==> src/rtl/if_prefetch_stage_pkg.sv <==
// Shared opcode/funct encodings, instruction-type codes and width constants
// for the fetch stage and the later pipeline stages that reuse the decoder.
package if_prefetch_stage_pkg;

  localparam int unsigned INST_W    = 32;
  localparam int unsigned TYPE_W    = 4;
  localparam int unsigned MIN_DEPTH = 2;

  localparam logic [5:0] OP_RTYPE = 6'h00;
  localparam logic [5:0] OP_JMP   = 6'h02;
  localparam logic [5:0] OP_BEQ   = 6'h04;
  localparam logic [5:0] OP_BNE   = 6'h05;
  localparam logic [5:0] OP_ADDI  = 6'h08;
  localparam logic [5:0] OP_ANDI  = 6'h0C;
  localparam logic [5:0] OP_ORI   = 6'h0D;
  localparam logic [5:0] OP_LW    = 6'h23;
  localparam logic [5:0] OP_SW    = 6'h2B;

  localparam logic [5:0] FUNC_SLL = 6'h00;
  localparam logic [5:0] FUNC_SRL = 6'h02;
  localparam logic [5:0] FUNC_SRA = 6'h03;
  localparam logic [5:0] FUNC_ADD = 6'h20;
  localparam logic [5:0] FUNC_SUB = 6'h22;
  localparam logic [5:0] FUNC_AND = 6'h24;
  localparam logic [5:0] FUNC_OR  = 6'h25;
  localparam logic [5:0] FUNC_NOR = 6'h27;
  localparam logic [5:0] FUNC_SLT = 6'h2A;

  typedef enum logic [TYPE_W-1:0] {
    INST_TYPE_NONE = 4'd0,
    INST_TYPE_ADD  = 4'd1,
    INST_TYPE_SUB  = 4'd2,
    INST_TYPE_AND  = 4'd3,
    INST_TYPE_OR   = 4'd4,
    INST_TYPE_NOR  = 4'd5,
    INST_TYPE_SLT  = 4'd6,
    INST_TYPE_SLL  = 4'd7,
    INST_TYPE_SRL  = 4'd8,
    INST_TYPE_SRA  = 4'd9,
    INST_TYPE_LW   = 4'd10,
    INST_TYPE_SW   = 4'd11,
    INST_TYPE_BEQ  = 4'd12,
    INST_TYPE_BNE  = 4'd13,
    INST_TYPE_JMP  = 4'd14
  } inst_type_e;

endpackage

==> src/rtl/if_prefetch_stage_inst_type_decoder.sv <==
// Purely combinational instruction classifier: 32-bit instruction word to
// 4-bit type code; unknown encodings map to INST_TYPE_NONE.
module inst_type_decoder
  import if_prefetch_stage_pkg::*;
(
  input  logic [INST_W-1:0] i_inst,
  output logic [TYPE_W-1:0] o_type
);

  logic [5:0] w_op;
  logic [5:0] w_funct;
  logic       w_unused_bits;

  assign w_op          = i_inst[31:26];
  assign w_funct       = i_inst[5:0];
  // Register/immediate fields do not influence the type.
  assign w_unused_bits = ^i_inst[25:6];

  always_comb begin
    o_type = INST_TYPE_NONE;
    case (w_op)
      OP_RTYPE: begin
        case (w_funct)
          FUNC_ADD: o_type = INST_TYPE_ADD;
          FUNC_SUB: o_type = INST_TYPE_SUB;
          FUNC_AND: o_type = INST_TYPE_AND;
          FUNC_OR:  o_type = INST_TYPE_OR;
          FUNC_NOR: o_type = INST_TYPE_NOR;
          FUNC_SLT: o_type = INST_TYPE_SLT;
          FUNC_SLL: o_type = INST_TYPE_SLL;
          FUNC_SRL: o_type = INST_TYPE_SRL;
          FUNC_SRA: o_type = INST_TYPE_SRA;
          default:  o_type = INST_TYPE_NONE;
        endcase
      end
      OP_ADDI: o_type = INST_TYPE_ADD;
      OP_ANDI: o_type = INST_TYPE_AND;
      OP_ORI:  o_type = INST_TYPE_OR;
      OP_LW:   o_type = INST_TYPE_LW;
      OP_SW:   o_type = INST_TYPE_SW;
      OP_BEQ:  o_type = INST_TYPE_BEQ;
      OP_BNE:  o_type = INST_TYPE_BNE;
      OP_JMP:  o_type = INST_TYPE_JMP;
      default: o_type = INST_TYPE_NONE;
    endcase
  end

endmodule

==> src/rtl/if_prefetch_stage.sv <==
// Instruction fetch stage with a circular prefetch queue between the
// synchronous instruction memory and ID; redirect/reset flush the queue.
module if_prefetch_stage
  import if_prefetch_stage_pkg::*;
#(
  parameter int unsigned       ADDR_W   = 32,
  parameter int unsigned       IMEM_AW  = 8,
  parameter int unsigned       PC_STEP  = 1,
  parameter int unsigned       DEPTH    = 4,
  parameter logic [ADDR_W-1:0] RESET_PC = '0
) (
  input  logic                         clk,
  input  logic                         rst,
  input  logic                         stall,
  input  logic                         redirect,
  input  logic [ADDR_W-1:0]            redirect_pc,
  output logic                         imem_rd,
  output logic [IMEM_AW-1:0]           imem_addr,
  input  logic [INST_W-1:0]            imem_dout,
  output logic                         if_valid,
  output logic [ADDR_W-1:0]            if_pc,
  output logic [ADDR_W-1:0]            if_pc4,
  output logic [INST_W-1:0]            if_inst,
  output logic [TYPE_W-1:0]            ID_ins_type,
  output logic [3:0]                   ID_ins_number,
  output logic [$clog2(DEPTH+1)-1:0]   q_count
);

  localparam int unsigned       CNT_W   = $clog2(DEPTH + 1);
  localparam int unsigned       PTR_W   = $clog2((DEPTH < MIN_DEPTH) ? MIN_DEPTH : DEPTH);
  localparam logic [CNT_W:0]    DEPTH_C = (CNT_W + 1)'(DEPTH);
  localparam logic [ADDR_W-1:0] STEP_C  = ADDR_W'(PC_STEP);

  logic [ADDR_W-1:0] r_fpc;
  logic              r_pend;
  logic [ADDR_W-1:0] r_rsp_pc;
  logic [PTR_W-1:0]  r_rd_ptr;
  logic [PTR_W-1:0]  r_wr_ptr;
  logic [CNT_W-1:0]  r_count;
  logic [INST_W-1:0] r_q_inst [DEPTH];
  logic [ADDR_W-1:0] r_q_pc   [DEPTH];

  logic [CNT_W:0]    w_occ;
  logic              w_issue;
  logic              w_push;
  logic              w_pop;
  logic [TYPE_W-1:0] w_dec_type;

  // A read in flight reserves its slot; a same-cycle pop is deliberately not credited.
  assign w_occ   = {1'b0, r_count} + {{CNT_W{1'b0}}, r_pend};
  assign w_issue = !rst && !redirect && (w_occ < DEPTH_C);
  assign w_push  = r_pend && !redirect && !rst;
  assign w_pop   = if_valid && !stall && !redirect;

  assign imem_rd   = w_issue;
  assign imem_addr = r_fpc[IMEM_AW-1:0];

  assign if_valid = (r_count != '0) && !rst;
  assign q_count  = rst ? '0 : r_count;
  assign if_pc    = r_q_pc[r_rd_ptr];
  assign if_pc4   = if_pc + STEP_C;
  assign if_inst  = r_q_inst[r_rd_ptr];

  inst_type_decoder u_dec (
    .i_inst (if_inst),
    .o_type (w_dec_type)
  );

  assign ID_ins_type   = if_valid ? w_dec_type : INST_TYPE_NONE;
  assign ID_ins_number = if_valid ? if_pc[3:0] : 4'd0;

  always_ff @(posedge clk) begin
    if (rst) begin
      r_fpc    <= RESET_PC;
      r_pend   <= 1'b0;
      r_rsp_pc <= '0;
      r_rd_ptr <= '0;
      r_wr_ptr <= '0;
      r_count  <= '0;
    end else if (redirect) begin
      r_fpc    <= redirect_pc;
      r_pend   <= 1'b0;
      r_rd_ptr <= '0;
      r_wr_ptr <= '0;
      r_count  <= '0;
    end else begin
      if (w_issue) begin
        r_fpc    <= r_fpc + STEP_C;
        r_rsp_pc <= r_fpc;
      end
      r_pend <= w_issue;
      if (w_push) r_wr_ptr <= r_wr_ptr + PTR_W'(1);
      if (w_pop)  r_rd_ptr <= r_rd_ptr + PTR_W'(1);
      r_count <= r_count + CNT_W'(w_push) - CNT_W'(w_pop);
    end
  end

  // Storage carries no reset; only entries counted by r_count are ever observed.
  always_ff @(posedge clk) begin
    if (w_push) begin
      r_q_inst[r_wr_ptr] <= imem_dout;
      r_q_pc[r_wr_ptr]   <= r_rsp_pc;
    end
  end

endmodule

==> config.mk <==
export PLATFORM = sky130hd
export DESIGN_NAME = if_prefetch_stage
export DESIGN_NICKNAME = d
export VERILOG_FILES = /design/src/rtl/if_prefetch_stage_pkg.sv /design/src/rtl/if_prefetch_stage_inst_type_decoder.sv /design/src/rtl/if_prefetch_stage.sv
export SDC_FILE = /design/constraint.sdc
export NUM_CORES = 1
export LEC_CHECK = 0
export CAP_MARGIN = 15
export CORE_ASPECT_RATIO = 0.75
export CORE_MARGIN = 1.5
export CORE_UTILIZATION = 46
export CTS_CLUSTER_DIAMETER = 100
export DETAILED_ROUTE_END_ITERATION = 16
export DONT_BUFFER_PORTS = 1
export GPL_TIMING_DRIVEN = 0
export PLACE_DENSITY = 0.64
export SLEW_MARGIN = 30
export SYNTH_ARGS = -nofsm -noshare
export SYNTH_HDL_FRONTEND = slang
export SYNTH_HIERARCHICAL = 1
export SYNTH_SLANG_ARGS = --single-unit
export TNS_END_PERCENT = 5
==> constraint.sdc <==
create_clock -name clk -period 3 [get_ports clk]
set_input_delay 0.3 -clock clk [delete_from_list [all_inputs] [get_ports clk]]
set_output_delay 0.3 -clock clk [all_outputs]
set_load 0.005 [all_outputs]
==> impl_metrics.ini, run 1 <==
[status]
run_status = finished, violations left
violations = negative setup slack

[timing]
hold_ws_ns = 0.0237
period_share = 1.11
slew_viol_final = 0
setup_ws_ns = -0.344
period_minus_slack_ns = 3.34
setup_viol = 24
finalClockSkew_ns = 0.0134
hold_viol = 0
slew_headroom = 0.416
max_freq_mhz = 299
fin_setup_tns_ns = -4.57
tightest_slew_ns = 0.870
rsz0062_at_grt = true

[yosys]
yosys_warnings = 6
synthArstFlopShare = 0
syn-mean-instance-area_sq_um = 15.1
netlist_area_sq_um = 13700
syn_nets = 982
ys_ff_latch = 330
synthDistinctLibCells = 62
yosysSeqAreaShare = 0.671
synth_cells = 904
synth_edf_count = 256
synth_flop_cell = edfxtp_1

[global_routing]
grt_usage = 0.210
antenna_found_initial = 0
grt_pass1_vias = 8296
grt_start_max_net_pins = 41
grt-ovfl-total = 0
grt_pass1_wl_mm = 49.8

[worst_setup_path]
crit_path_cell_trace = buf_12 > buf_12 > mux4_2 > ha_4 > and4_4 > nor4b_4 > buf_6 > buf_12 > nand4b_1 > xnor2_2
critical_path_class = register to output port
critPathSlowestCell = mux4_2
critPathMaxFanout = 7
required_ns = 2.70
cpMostUsedCell = buf_12
crit_buf_inv = 4
critPathLaunchType = register
cp_top_family = simple AND/OR/NAND/NOR gates
cp.arrival_ns = 3.04
end_kind = output port
cp_slowest_stage_delay_ns = 0.48

[detailed_routing]
drt_iter0_drc = 816
wl_per_cell_um = 22.0
finalWirelength_mm = 32.0
vias = 8310
detail-route-antenna-nets = 0
vias_per_cell = 5.73
drtPass1Iterations = 5
drc_errors = 0

[place]
place.port_buffers = 0
detailed_place_hpwl_mm = 20.9
routabilityCongestion = 0.870
dpl_cell_area_sq_um = 14300

[clock_tree]
cts.sinks = 330
clock-root-buffer = clkbuf_16
cts_buffers = 31
cts_tree = yes
path_clk_slew_ns = 0.07
clk_latency_ns = 0.57
h-tree-depth = 1
cts_buffer_depth = 3

[power_and_ir_drop]
p_comb_frac = 0.034
power.density_nw_per_um2 = 562
leakagePower_nw = 5.57
internal_power_w = 0.00737
pwr-share-seq = 0.539
swShare = 0.209
power.share.clock = 0.426
vdd_ir_drop_max_mv = 0.525
switchingPower_w = 0.00195
p_total_w = 0.00933

[floorplan]
die_h_um = 152
die_w_um = 202
initial_core_util = 0.469
die_area_sq_um = 30800
io_pins = 185
num_rows = 54
core-area_sq_um = 29100

[layout]
area_growth_pct = 21.4
postLayoutCoreUtil = 0.570
final_area_sq_um = 16600
drive_gt1_frac = 0.209
nets = 1111

[job]
drv_cap = 0

[hold_path]
hp-class = input port to register
==> cell usage in the layout, fill, tap and decap left out, types with 5 or more instances in the layout <==
cell and n:
a211oi_1 12, a21oi_1 40, a311oi_1 8, a31oi_1 8
and2_1 10, and3_1 8, buf_12 16, buf_4 28
clkbuf_1 28, clkbuf_16 31, clkinv_1 6, clkinv_2 5
clkinvlp_4 5, dfxtp_1 73, dlygate4sd3_1 63, edfxtp_1 256
ha_1 8, inv_1 18, mux4_1 6, mux4_2 58
nand2_1 96, nand3_1 19, nand4_1 30, nor2_1 49
nor2b_1 5, nor3_1 8, nor4_1 5, o21ai_0 6
or3_1 7, xnor2_1 14, xnor2_2 18, xor2_1 15
==> cells by family (layout without fill, tap and decap cells) <==
logic type,count (synthesis),count (layout),synth area share
buffers and inverters,71,225,0.0248
AOI/OAI and AO/OA,103,103,0.0496
muxes,67,67,0.111
DFF,330,330,0.671
and+or+nand+nor,275,275,0.103
xor gates and xnor gates,48,48,0.0308
other,0,1,0
adders and majority gates,10,10,0.00970
==> per-stage QoR <==
stage / worst slack [ns] / std cells
after detailed placement: -0.804 / 1302
after global routing: -0.464 / 1450
after floorplan: -0.00514 / 904
after CTS: -0.433 / 1449
final: -0.344 / 1451
after global placement: -1.01 / 1296
==> worst paths after layout <==
check                                               start                   endpoint  slack (ns)  depth (start not counted)
worst max register to register      r_count[1]$_SDFF_PP0_     r_fpc[10]$_SDFFE_PP0P_        0.50                          8
worst min register to register  r_rsp_pc[14]$_SDFFE_PP0P_  r_rsp_pc[14]$_SDFFE_PP0P_        0.50                          2
worst min-delay path                      redirect_pc[20]     r_fpc[20]$_SDFFE_PP0P_        0.02                          2
worst max-delay path                             register                 if_pc4[26]       -0.34                         10
==> routing by layer <==
metal  vias to the layer above  part of all wire  track usage  wire length [um]
met5                         -                 0            0                 0
met4                         0             0.016       0.0551               512
met3                        40             0.075       0.0483              2410
met2                       323              0.44        0.303             14200
met1                      4176              0.47        0.319             14900
li1                       3771                 -            -                 -
==> power by group through the flow <==
stage          registers (W)  clock network [W]  logic (W)
6_report             0.00503            0.00398   0.000322
5_1_grt              0.00503            0.00424   0.000353
4_1_cts              0.00503            0.00406   0.000317
3_5_place_dp         0.00513                  0   0.000226
3_3_place_gp         0.00513                  0   0.000219
2_1_floorplan        0.00510                  0   0.000167
==> area by class of cell <==
class                      count  area [sq um]
fill                        2242         12500
multi-input combinational    503          4400
antenna                        1          2.50
timing repair buffer          97          1060
tap                          392           490
inverter                      20          78.8
buffer                        50           357
sequential                   330          9170
clock buffer                  35           801
clock inverter                23           234
==> state kept, by name (all words and copies together), names as in the netlist, named ones only <==
name      cells
r_wr_ptr      2
r_count       3
r_pend        1
r_rd_ptr      2
r_fpc        32
r_rsp_pc     32
r_q_inst    128
r_q_pc      128
==> timing repair <==
item | 4_1_cts | 5_1_grt
gates cloned | 1 | 0
buffers inserted | 25 | 2
hold buffers | 63 | 0
setup endpoints to repair | 60 | 29
gates resized for setup | 74 | 13
endpoints found under the hold margin | 159 | 0
pin swaps | 12 | 7
==> synth_stat cells (12+ instances only) <==
library cell | count | area share
edfxtp_1 | 256 | 0.56
nand2_1 | 99 | 0.027
dfxtp_1 | 74 | 0.11
mux4_2 | 52 | 0.086
nor2_1 | 51 | 0.014
a21oi_1 | 40 | 0.015
xnor2_1 | 32 | 0.021
clkbuf_1 | 30 | 0.0082
nand4_1 | 30 | 0.014
nand3_1 | 19 | 0.0070
inv_1 | 18 | 0.0049
xor2_1 | 16 | 0.010
a211oi_1 | 12 | 0.0066
and2_1 | 12 | 0.0055
and3_1 | 12 | 0.0055
mux4_1 | 12 | 0.023
Power figures use the tool's default switching activity.
==> run 2, diff against run 1 <==
Settings changed: GPL_TIMING_DRIVEN 0 to not set.
==> impl_metrics.ini, run 2 (same netlist as run 1, synthesis figures left out) <==
[status]
run_status = finished, violations left
violations = negative setup slack

[worst_setup_path]
r2r_end = r_count[2]$_SDFF_PP0_
required_ns = 2.70
end_kind = output port
worstRegToRegCells = 10
cp.arrival_ns = 2.72
critical_path_class = register to output port
critPathLaunchType = register
reg2reg_slack_ns = 0.65
reg2reg_from = r_count[0]$_SDFF_PP0_
critPathMaxFanout = 9
cp-endpoint = ID_ins_type[2]

[floorplan]
core-area_sq_um = 29100
die_w_um = 202
die_h_um = 152
die_area_sq_um = 30800
initial_core_util = 0.469
num_rows = 54
io_pins = 185

[detailed_routing]
finalWirelength_mm = 30.7
drc_errors = 0
vias = 8082
drt_iter0_drc = 680
drtPass1Iterations = 5
wl_per_cell_um = 21.7
detail-route-antenna-nets = 0
vias_per_cell = 5.70

[clock_tree]
cts_tree = yes
path_clk_slew_ns = 0.06
cts_buffer_depth = 3
cts_buffers = 34
cts.sinks = 330
clock-root-buffer = clkbuf_16
h-tree-depth = 2
clk_latency_ns = 0.51

[hold_path]
hp-class = input port to register

[global_routing]
antenna_found_initial = 0
grt_pass1_vias = 7774
grt_pass1_wl_mm = 46.7
grt_usage = 0.196
grt_start_max_net_pins = 65
grt-ovfl-total = 0

[layout]
final_cells = 1419
top_regs = r_q_inst: 128 flops, r_q_pc: 128 flops
nets = 1079
drive_gt1_frac = 0.182
mostFrequentLayoutCell = edfxtp_1
final_area_sq_um = 16300
area_growth_pct = 19.4
final_cell_mix = 256 x edfxtp_1, 98 x nand2_1, 72 x dfxtp_1, 58 x dlygate4sd3_1, 55 x mux4_2
antenna_cells = 0

[place]
routabilityCongestion = 0.869
dp_cells = 1284
detailed_place_hpwl_mm = 19.3
place.port_buffers = 0
dpl_cell_area_sq_um = 14300

[timing]
finalClockSkew_ns = 0.0284
hold_viol = 0
tightest_slew_ns = 0.787
slew_viol_final = 0
rsz0062_at_grt = true
period_share = 1.01
hold_ws_ns = 0.0328
slew_headroom = 0.471
period_minus_slack_ns = 3.02
setup_ws_ns = -0.0249
max_freq_mhz = 331
setup_viol = 6

[power_and_ir_drop]
power.density_nw_per_um2 = 578
vdd_ir_drop_max_mv = 0.369
leakagePower_nw = 5.47

[job]
drv_cap = 0
run 2: cell types whose count changed in the layout (fill, tap and decap cells not counted), sizes merged:
cell | before | now
buf | 54 | 52
bufinv | 4 | 2
clkbuf | 65 | 48
clkinv | 12 | 14
clkinvlp | 6 | 0
diode | 1 | 0
dlygate4sd3 | 63 | 58
inv | 21 | 20
run 2: worst min path at each step:
stage,from,depth (start not counted),end
finish,redirect_pc[27],2,r_fpc[27]$_SDFFE_PP0P_
global route,redirect_pc[27],2,r_fpc[27]$_SDFFE_PP0P_
CTS,redirect_pc[27],2,r_fpc[27]$_SDFFE_PP0P_
detailed placement,rst,1,r_rsp_pc[28]$_SDFFE_PP0P_
global placement,rst,1,r_fpc[28]$_SDFFE_PP0P_
floorplan,imem_dout[0],0,r_q_inst[0][0]$_DFFE_PP_
run 2: through the flow:
step	setup slack, ns	TNS, ns	utilization	power (W)
5_1_grt	-0.133	-1.47	0.560	0.00978
2_1_floorplan	-0.00514	-0.00514	-	0.00527
3_3_place_gp	0.267	0	0.491	0.00532
3_5_place_dp	0.246	0	0.491	0.00532
6_report	-0.0249	-0.0754	0.560	0.00944
4_1_cts	-0.108	-0.720	0.555	0.00954
run 2: area by class of cell:
cell class | count | area, sq um
multi-input combinational | 503 | 4240
sequential | 330 | 9170
clock inverter | 16 | 158
tap | 392 | 490
clock buffer | 46 | 960
inverter | 20 | 75.1
fill | 2317 | 12800
timing repair buffer | 112 | 1220
run 2: metal layers:
layer	track usage	routed length (um)
met4	0.0426	488
met3	0.0379	2390
met5	0	0
met1	0.315	14600
met2	0.276	13200
run 2: what timing repair did:
action,in CTS,in global routing
endpoints found under the hold margin,191,0
buffers inserted,5,6
setup endpoints to repair,21,25
pin swaps,2,9
gates resized for setup,11,15
cloned,1,2
hold buffers,59,0
run 2: report_power, final:
part	leakage, nW	total (W)	switching [W]	internal [W]
Clock	0.549	0.00411	0.00166	0.00245
Sequential	3.10	0.00503	0.0000696	0.00496
Combinational	1.82	0.000299	0.000168	0.000131
run 2: critical path: stages, from the launching register on:
cell and delay [ns]:
dfxtp_4 0.37, buf_12 0.16, buf_16 0.14, mux4_2 0.60, or3_1 0.36, a211oi_2 0.23, a41oi_1 0.08, o21ai_2 0.13
and2_1 0.14
==> run 3, diff against run 2 <==
Settings changed: PLACE_DENSITY 0.64 to 0.71.
==> impl_metrics.ini, run 3 (same netlist as run 1, synthesis figures left out) <==
[status]
run_status = finished, violations left
violations = negative setup slack

[global_routing]
grt_start_max_net_pins = 63
grt-ovfl-total = 0
grt_usage = 0.206
antenna_found_initial = 0
grt_pass1_vias = 8085
grt_pass1_wl_mm = 48.6

[clock_tree]
cts_buffers = 34
cts_tree = yes
clock-root-buffer = clkbuf_16
cts_buffer_depth = 3
clk_latency_ns = 0.52
cts.sinks = 330
path_clk_slew_ns = 0.06
h-tree-depth = 2

[place]
routabilityCongestion = 0.895
place.port_buffers = 0
dp_cells = 1280
pre_cts_slack_ns = 0.0329
detailed_place_hpwl_mm = 20.0

[floorplan]
core-area_sq_um = 29100
num_rows = 54
initial_core_util = 0.469
die_area_sq_um = 30800
die_h_um = 152
io_pins = 185
die_w_um = 202

[worst_setup_path]
required_ns = 2.70
critPathLaunchType = register
reg2reg_from = r_count[1]$_SDFF_PP0_
critPathMaxFanout = 7
critical_path_class = register to output port
end_kind = output port
cp.arrival_ns = 2.80

[power_and_ir_drop]
leakagePower_nw = 5.44
power.density_nw_per_um2 = 585
p_total_w = 0.00954
vdd_ir_drop_max_mv = 0.487

[detailed_routing]
vias_per_cell = 5.81
detail-route-antenna-nets = 0
drc_errors = 0
wl_per_cell_um = 22.4
finalWirelength_mm = 31.7
drt_iter0_drc = 704
drtPass1Iterations = 7
vias = 8205

[layout]
area_growth_pct = 19.3
nets = 1076
postLayoutCoreUtil = 0.560
final_cells = 1413
mostFrequentLayoutCell = edfxtp_1
final_cell_mix = 256 x edfxtp_1, 97 x nand2_1, 72 x dfxtp_1, 60 x dlygate4sd3_1, 58 x mux4_2
antenna_cells = 0
drive_gt1_frac = 0.185
top_regs = r_q_inst: 128 flops, r_q_pc: 128 flops

[job]
drv_cap = 0

[timing]
hold_ws_ns = 0.0207
period_share = 1.03
finalClockSkew_ns = 0.0300
hold_viol = 0
period_minus_slack_ns = 3.10
slew_headroom = 0.471
setup_viol = 15
setup_ws_ns = -0.105
rsz0062_at_grt = true
max_freq_mhz = 322
slew_viol_final = 0
tightest_slew_ns = 0.788

[hold_path]
hp-class = input port to register
min_from = redirect_pc[27]
[run 3: cell count changes in the layout (fill, tap and decap cells not counted), moves of 2 or more]
| cell | before | now |
|---|---|---|
| clkbuf_16 | 39 | 35 |
| clkinv_2 | 6 | 2 |
| buf_6 | 4 | 1 |
| clkbuf_1 | 9 | 6 |
| mux4_1 | 9 | 6 |
| mux4_2 | 55 | 58 |
| buf_4 | 35 | 33 |
| bufinv_16 | 2 | 4 |
| clkinv_8 | 2 | 0 |
| clkinvlp_4 | 0 | 2 |
| dlygate4sd3_1 | 58 | 60 |
| inv_6 | 1 | 3 |
[run 3: path summary, 6_finish.rpt]
check	endpoint	slack (ns)	depth (start not counted)
max reg2reg	r_fpc[21]$_SDFFE_PP0P_	0.14	9
min	r_fpc[27]$_SDFFE_PP0P_	0.02	2
max	ID_ins_type[2]	-0.10	8
min reg2reg	r_q_pc[0][25]$_DFFE_PP_	0.49	0
[run 3: metrics by stage]
step | cell area (sq um) | setup TNS, ns
after floorplan | 13700 | -0.00514
after global placement | 14300 | 0
after detailed placement | 14300 | 0
after CTS | 16200 | -0.819
after global routing | 16300 | -2.87
final | 16300 | -0.667
[run 3: per-layer routing]
layer	vias up	GRT usage	wire length, um
met5	-	0	0
met4	0	0.0533	465
met3	33	0.0432	2390
met2	333	0.313	14500
met1	4141	0.305	14300
li1	3698	-	-
[run 3: report_power, final]
part,leakage [nW],internal [W],switching (W)
logic,1.80,0.000128,0.000162
clock network,0.537,0.00252,0.00169
registers,3.10,0.00496,0.0000764
total,5.44,0.00761,0.00193
[run 3: layout make-up]
cell class              instances  area [sq um]
well taps                     392           490
flip-flops and latches        330          9180
multi-input cells             503          4260
fillers                      2250         12800
clock inverters                16           196
inverters                      20          75.1
clock buffers                  43           917
repair buffers                109          1190
[run 3: repair_timing]
item,in CTS,in global routing
hold endpoints to repair,191,0
endpoints found under the setup margin,25,25
hold buffers,61,0
setup buffers,10,1
cloned,2,0
resized for setup,26,12
pin swaps,9,9
[run 3: worst max-delay path, cell delays in order (launching register included)]
cell      delay (ns)
dfxtp_4         0.42
buf_12          0.14
buf_16          0.14
mux4_2          0.60
or3_1           0.42
a211oi_2        0.20
a41oi_1         0.09
o21ai_2         0.13
and2_1          0.14
